<file path="src/rtl/encrypt_sequencer.sv">
// Hardware sequencer for the program-1 message encryption: loads the preamble length, LFSR taps
// and seed from data memory, then writes 64 LFSR-whitened plaintext bytes to the output area.
module encrypt_sequencer #(
  parameter int unsigned NBYTES   = 64,
  parameter logic [7:0]  MSG_BASE = 8'd0,
  parameter logic [7:0]  OUT_BASE = 8'd64,
  parameter logic [7:0]  CFG_PRE  = 8'd61,
  parameter logic [7:0]  CFG_TAP  = 8'd62,
  parameter logic [7:0]  CFG_SEED = 8'd63
) (
  input  logic       clk_i,
  input  logic       init_ni,
  input  logic       req_i,
  output logic       ack_o,
  output logic       busy_o,
  output logic [7:0] mem_addr_o,
  output logic       mem_we_o,
  output logic [7:0] mem_wdata_o,
  input  logic [7:0] mem_rdata_i
);

  localparam logic [2:0] StIdle   = 3'd0;
  localparam logic [2:0] StLdPre  = 3'd1;
  localparam logic [2:0] StLdTap  = 3'd2;
  localparam logic [2:0] StLdSeed = 3'd3;
  localparam logic [2:0] StRd     = 3'd4;
  localparam logic [2:0] StWr     = 3'd5;
  localparam logic [2:0] StDone   = 3'd6;

  localparam logic [6:0] LastIdx = 7'(NBYTES - 1);

  logic [2:0] state_q, state_d;
  logic       armed_q, armed_d;
  logic [7:0] pre_len_q, pre_len_d;
  logic [6:0] taps_q, taps_d;
  logic [6:0] lfsr_q, lfsr_d;
  logic [6:0] idx_q, idx_d;
  logic [7:0] ptxt_q, ptxt_d;

  logic       in_preamble;
  logic [7:0] msg_off;
  logic       running;

  // Preamble bytes are zero plaintext; afterwards the message is read with 8-bit wrap.
  assign in_preamble = ({1'b0, idx_q} < pre_len_q);
  assign msg_off     = {1'b0, idx_q} - pre_len_q;
  assign running     = (state_q >= StLdPre) && (state_q <= StWr);

  always_comb begin
    state_d   = state_q;
    armed_d   = armed_q;
    pre_len_d = pre_len_q;
    taps_d    = taps_q;
    lfsr_d    = lfsr_q;
    idx_d     = idx_q;
    ptxt_d    = ptxt_q;
    case (state_q)
      StIdle: begin
        if (req_i) begin
          armed_d = 1'b1;
        end else if (armed_q) begin
          armed_d = 1'b0;
          state_d = StLdPre;
        end
      end
      StLdPre: begin
        pre_len_d = mem_rdata_i;
        state_d   = StLdTap;
      end
      StLdTap: begin
        taps_d  = mem_rdata_i[6:0];
        state_d = StLdSeed;
      end
      StLdSeed: begin
        // An all-zero seed would lock the LFSR, so it is replaced by 1.
        lfsr_d  = (mem_rdata_i[6:0] == 7'd0) ? 7'h01 : mem_rdata_i[6:0];
        idx_d   = 7'd0;
        state_d = StRd;
      end
      StRd: begin
        ptxt_d  = in_preamble ? 8'h00 : mem_rdata_i;
        state_d = StWr;
      end
      StWr: begin
        lfsr_d  = {lfsr_q[5:0], ^(lfsr_q & taps_q)};
        idx_d   = idx_q + 7'd1;
        state_d = (idx_q == LastIdx) ? StDone : StRd;
      end
      StDone: begin
        if (req_i) begin
          armed_d = 1'b1;
          state_d = StIdle;
        end
      end
      default: state_d = StIdle;
    endcase
    if (running && req_i) begin
      state_d = StIdle;
      armed_d = 1'b1;
    end
  end

  always_ff @(posedge clk_i or negedge init_ni) begin
    if (!init_ni) begin
      state_q   <= StIdle;
      armed_q   <= 1'b0;
      pre_len_q <= 8'd0;
      taps_q    <= 7'd0;
      lfsr_q    <= 7'd0;
      idx_q     <= 7'd0;
      ptxt_q    <= 8'd0;
    end else begin
      state_q   <= state_d;
      armed_q   <= armed_d;
      pre_len_q <= pre_len_d;
      taps_q    <= taps_d;
      lfsr_q    <= lfsr_d;
      idx_q     <= idx_d;
      ptxt_q    <= ptxt_d;
    end
  end

  always_comb begin
    mem_addr_o  = 8'd0;
    mem_we_o    = 1'b0;
    mem_wdata_o = 8'd0;
    case (state_q)
      StLdPre:  mem_addr_o = CFG_PRE;
      StLdTap:  mem_addr_o = CFG_TAP;
      StLdSeed: mem_addr_o = CFG_SEED;
      StRd:     mem_addr_o = in_preamble ? MSG_BASE : (MSG_BASE + msg_off);
      StWr: begin
        mem_addr_o  = OUT_BASE + {1'b0, idx_q};
        mem_we_o    = 1'b1;
        mem_wdata_o = {1'b0, ptxt_q[6:0] ^ lfsr_q};
      end
      default: ;
    endcase
  end

  assign busy_o = running;
  assign ack_o  = (state_q == StDone);

endmodule
</file>
<file path="config.mk">
export PLATFORM = sky130hd
export DESIGN_NAME = encrypt_sequencer
export DESIGN_NICKNAME = d
export VERILOG_FILES = /design/src/rtl/encrypt_sequencer.sv
export SDC_FILE = /design/constraint.sdc
export NUM_CORES = 1
export LEC_CHECK = 0
export CORE_ASPECT_RATIO = 1.75
export CORE_UTILIZATION = 55
export CTS_CLUSTER_DIAMETER = 80
export DETAILED_ROUTE_END_ITERATION = 12
export GPL_TIMING_DRIVEN = 1
export HOLD_SLACK_MARGIN = 0.02
export PLACE_DENSITY = 0.8
export SETUP_SLACK_MARGIN = 0.5
export SYNTH_ARGS = -nofsm -noshare
export SYNTH_HDL_FRONTEND = slang
export SYNTH_SLANG_ARGS = --single-unit
</file>
<file path="constraint.sdc">
create_clock -name clk_i -period 3.2 [get_ports clk_i]
set_input_delay 0.64 -clock clk_i [delete_from_list [all_inputs] [get_ports clk_i]]
set_output_delay 0.64 -clock clk_i [all_outputs]
set_load 0.02 [all_outputs]
</file>
== Word level (Yosys, flattened, before mapping) ==
Cells that the tools add are included.

* Register bits after elaboration: 40
* Bits of input ports: 11
* Output and inout bits: 19
* Word-level logic and storage cells: 52

* Add/subtract/negate cells: 3
* Order comparisons: 3
* Equal/unequal tests: 10
* Mux-type cells: 18
* Bitwise gates (word level): 2
* Reduce and logical (&&, ||, !) cells: 9

{| class="wikitable"
|+ Operators by type and width
! kind !! count
|-
| 8-bit case mux with 5 select lines || 1
|-
| 7-bit case mux with 2 select lines || 2
|-
| 7-bit 2-to-1 mux || 3
|-
| 3-bit case mux with 7 select lines || 1
|-
| 3-bit 2-to-1 mux || 4
|-
| 3-bit == test, second input constant || 3
|-
| 7-bit by 7-bit adder with 8-bit output, first input constant || 1
|-
| 7-bit by 8-bit less-than comparator with 1-bit output || 1
|-
| 8-bit 2-to-1 mux || 1
|-
| 7-bit by 8-bit subtractor with 8-bit output || 1
|-
| 7-bit by 1-bit adder with 7-bit output, second input constant || 1
|-
| 7-bit AND || 1
|-
| 7-bit by 6-bit == test with 1-bit output, second input constant || 1
|-
| 7-bit zero test || 1
|-
| 7-bit XOR reduction || 1
|-
| 7-bit XOR || 1
|-
| 3-bit by 2-bit == test with 1-bit output, second input constant || 2
|-
| 3-bit inequality test, second input constant || 2
|-
| 1-bit 2-to-1 mux || 4
|-
| 3-bit by 1-bit == test with 1-bit output, second input constant || 1
|-
| 3-bit by 1-bit greater-or-equal comparator with 1-bit output, second input constant || 1
|-
| 3-bit less-or-equal comparator, second input constant || 1
|-
| 3-bit zero test || 1
|-
| 3-bit by 2-bit inequality test with 1-bit output, second input constant || 1
|-
| 7 further kinds || 8
|}

== Depth between registers and ports, before layout ==
* Depth in word-level cells: 5
* Mapped depth: 8
* Depth with buffers taken out: 8

== Worst setup path before layout ==
Ideal clock, no wire load.

* Path kind: register -> output
* Start: register idx_q[0]
* End: output mem_addr_o[3]
* Arrival: 2189 ps
* Data required time: 2560 ps
* Slack: 371 ps
* Stages on the path, launching flop included: 9
* Buffers on the path: 0
* Cells stage by stage: dfrtp_1 -> inv_1 -> ha_1 -> fa_1 -> nor2b_4 -> o31ai_4 -> a21oi_2 -> o21ai_2 -> o31ai_1

* Longest elaborated chain between the ends: 3
* Elaborated cells on any way between the ends: 5
* Classes of those cells: add/sub: 2; order compare: 1; mux: 2

{| class="wikitable"
|+ Ends and longest elaborated chain
! what !! line !! RTL
|-
| start: declaration || 37 || <nowiki>logic [6:0] idx_q, idx_d;</nowiki>
|-
| start signal: assignment || 118 || <nowiki>idx_q <= idx_d;</nowiki>
|-
| 7-bit by 8-bit subtractor with 8-bit output / 7-bit by 8-bit less-than comparator with 1-bit output (equally long branches) || 46, 45 ||
|-
| 8-bit 2-to-1 mux || 131 || <nowiki>StRd: mem_addr_o = in_preamble ? MSG_BASE : (MSG_BASE + msg_off);</nowiki>
|-
| 8-bit case mux with 5 select lines (*) || 127 || <nowiki>case (state_q)</nowiki>
|-
| end: declaration || 16 || <nowiki>output logic [7:0] mem_addr_o,</nowiki>
|}

Every way passes the cells marked *; elsewhere a longest branch is shown, timed or not.

== Final worst setup path ==
* Start: register pre_len_q[0]
* End: output mem_addr_o[6]

* Longest elaborated chain between the ends: 3
* Elaborated cells on any way between the ends: 4
* Classes of those cells: add/sub: 1; order compare: 1; mux: 2

{| class="wikitable"
|+ Ends and longest elaborated chain
! what !! line !! RTL
|-
| start: declaration || 34 || <nowiki>logic [7:0] pre_len_q, pre_len_d;</nowiki>
|-
| start signal: assignment || 115 || <nowiki>pre_len_q <= pre_len_d;</nowiki>
|-
| 7-bit by 8-bit subtractor with 8-bit output / 7-bit by 8-bit less-than comparator with 1-bit output (equally long branches) || 46, 45 ||
|-
| 8-bit 2-to-1 mux (*) || 131 ||
|-
| 8-bit case mux with 5 select lines (*) || 127 ||
|}

Marks and branches as above.

==> out/metrics.csv <==
metric;value;unit
first_pass_iters;4;
cap_viol_max_count;0;
powerDensity;707;mW/mm^2
clock_latency;0.29;ns
synthFlopType;dfrtp_1;
skew;0.00392;ns
avgViaCountPerCell;5.82;
placed_area;0.00265;sq mm
multi_input_area;0.00132;sq mm
numCtsBuffers;5;
p_leak;1.22;nW
synth_edf_count;0;
combPwrFrac;43.8;%
io_buffers;28;
p_switching;0.731;mW
htree_levels;2;
num_vias;1891;
use_met2;50.7;%
critPathSlowestCell;dfrtp_1;
seq_power_share;38.9;%
finalNonFillerCells;325;
cts_buffer_depth;2;
finalNetCount;296;
rsz0062_at_grt;true;
initial_core_util;58.7;%
wl_per_cell;17.0;um
startpoint_type;flip-flop;
timing.critical_path.arrival;2.26;ns
final_max_slew_viol_count;0;
routed_wl;5530;um
die_area;0.00448;sq mm
postRouteAntennaNets;0;
die_height;87.8;um
cts_tree;done;
antenna_cells;0;
ff_latch_area;0.00101;sq mm
ys_ff_latch;40;
synth_top_area_share;43.3;%
io_pins;30;
met1_usage;32.5;%
cts-root-buf;clkbuf_8;
clock.fmax;0.344;GHz
grt_pass1_wl;9220;um
intPower;1.28;mW
post-route-period-util;90.7;%
min_path_type;in2async;
core;0.00394;sq mm
drc;0;
syn_inst;239;
postLayoutSetupSlackWorst;0.297;ns
track_usage;28.4;%
critical_path.top_delay_family;adder cells;
cp-end-kind;output port;
syn_nets;259;
final_util;72.3;%
yosys-top-cells-area;dfrtp_1 43%, o21ai_0 6.3%, nand2_1 4.7%, xnor2_1 4.5%, mux2_2 4.4%;
yosysWarnings;0;
antenna_found_initial;0;
worst-path-buf-inv;2;
place_ws;0.0410;ns
final_cell_area;0.00285;sq mm
busiest_layer;met2;
path_cells;ha_4 -> fa_2 -> nor2b_4 -> o31ai_4 -> buf_4 -> nand2b_4 -> a211oi_1 -> o32ai_1 -> buf_2;
fin_total_pwr;2.02;mW
avgSynthCellArea;9.67;sq um
num_rows;30;
final_common_cell;dfrtp_1;
clockPowerShare;17.4;%
ys_seq_area_share;43.3;%
hold_buffers;0;
maxSlewHeadroom;41.0;%
met3_usage;4.51;%
grt_pass1_vias;1914;
period_needed;2.90;ns
fin_hold_ws;0.463;ns
global_route.overflow_total;0;
fp.dieW;51.0;um
cts.sinks;40;
slowest_delay;0.41;ns
area_delta_synth_final;23.3;%
worstPathRequired;2.56;ns
layout_common_cells;35 x dfrtp_1, 29 x nand2_1, 28 x o21ai_0;
ir_worst_vdd;565;uV
dp_hpwl;3950;um
grt_max_degree;41;
fin_tns_setup;0;ns
path_class;reg2out;
yosysTopAreaCell;dfrtp_1;
run_status;completed;
synth_cell_types;47;
swShare;36.3;%
nFillCells;302;
finalHoldViolCount;0;
placedCellCount;312;
gp_congestion;0.928;
clk_pin_slew;0.07;ns
drive_above_1_share;24.2;%
setup_viol;0;
async_flop_share;100;%
worst_slew_pin_slew;0.884;ns
drt_iter0_markers;54;
crit_fanout;3;
synth_area;0.00231;sq mm
## flip-flops by register name (all words and copies together) (netlist names)
signal	flops
ptxt_q	7
state_q	3
pre_len_q	8
lfsr_q	7
idx_q	7
armed_q	1
taps_q	7
## layout make-up
cell class / instances / area share (%)
Timing Repair Buffer: 39 / 11.9
Clock buffer: 8 / 3.16
Sequential cell: 40 / 35.3
Multi-Input combinational cell: 180 / 46.1
Inverter: 10 / 1.40
Tap cell: 48 / 2.11
## path summary, 6_finish.rpt
path,endpoint,depth (start not counted),slack [ns],start
worst max-delay path,mem_addr_o[6],9,0.30,pre_len_q[0]$_DFFE_PN0N_
worst min-delay path,pre_len_q[7]$_DFFE_PN0N_,1,0.46,init_ni
worst max register to register,ptxt_q[2]$_DFFE_PN0P_,9,1.24,idx_q[0]$_DFFE_PN0P_
worst min register to register,taps_q[6]$_DFFE_PN0P_,1,0.51,taps_q[6]$_DFFE_PN0P_
max in group asynchronous,state_q[0]$_DFFE_PN0P_,1,2.12,init_ni
min in group clk_i,taps_q[6]$_DFFE_PN0P_,1,0.51,taps_q[6]$_DFFE_PN0P_
## cells by family after synthesis
family                   count (synthesis)  synth area share, %
AO/OA/AOI/OAI                           66                 19.6
adder cells (fa/ha/maj)                  9                 5.20
multiplexers                            15                 6.98
buffers and inverters                   19                 3.63
other                                    1                0.162
AND/OR/NAND/NOR                         73                 15.1
flip-flops                              40                 43.3
XOR/XNOR                                16                 6.06
## worst register-to-register path: cells and delay by family (launching register included)
family / cells / cell delay (ns)
and+or+nand+nor: 1 / 0.05
DFF: 1 / 0.39
buffers and inverters: 2 / 0.24
AOI/OAI and AO/OA: 4 / 0.79
adders and majority gates: 2 / 0.37
## power groups by stage
stage / combinational, mW / sequential (mW) / clock, mW
2_1_floorplan: 0.607 / 0.757 / 0
3_3_place_gp: 0.774 / 0.782 / 0
3_5_place_dp: 0.791 / 0.786 / 0
4_1_cts: 0.866 / 0.781 / 0.354
5_1_grt: 0.971 / 0.804 / 0.375
6_report: 0.882 / 0.783 / 0.350
## cells in the mapped netlist, types with 2 or more instances
library cell and instances:
a211oi_1 2, a21oi_1 8, a22o_2 7, and2_1 3, and3_1 2, buf_2 7
dfrtp_1 40, ha_1 8, inv_1 9, mux2_2 9, mux2i_1 6, nand2_1 29
nand2_2 2, nand2b_1 3, nand3_1 3, nor2_1 19, nor2_4 2, nor2b_1 2
nor3_1 3, o21a_1 3, o21ai_0 29, o31ai_1 4, xnor2_1 12, xor2_1 4
## layer usage
metal | wire length [um] | share of wire (%)
met4 | 141 | 2.5
met5 | 0 | 0
met1 | 2110 | 38
met3 | 214 | 3.9
met2 | 3070 | 55
## repair_timing
action,CTS,global route
resized for setup,55,12
setup endpoints to repair,12,16
pin swaps,9,4
setup buffers,5,0
(Power assumes the default switching activity.)
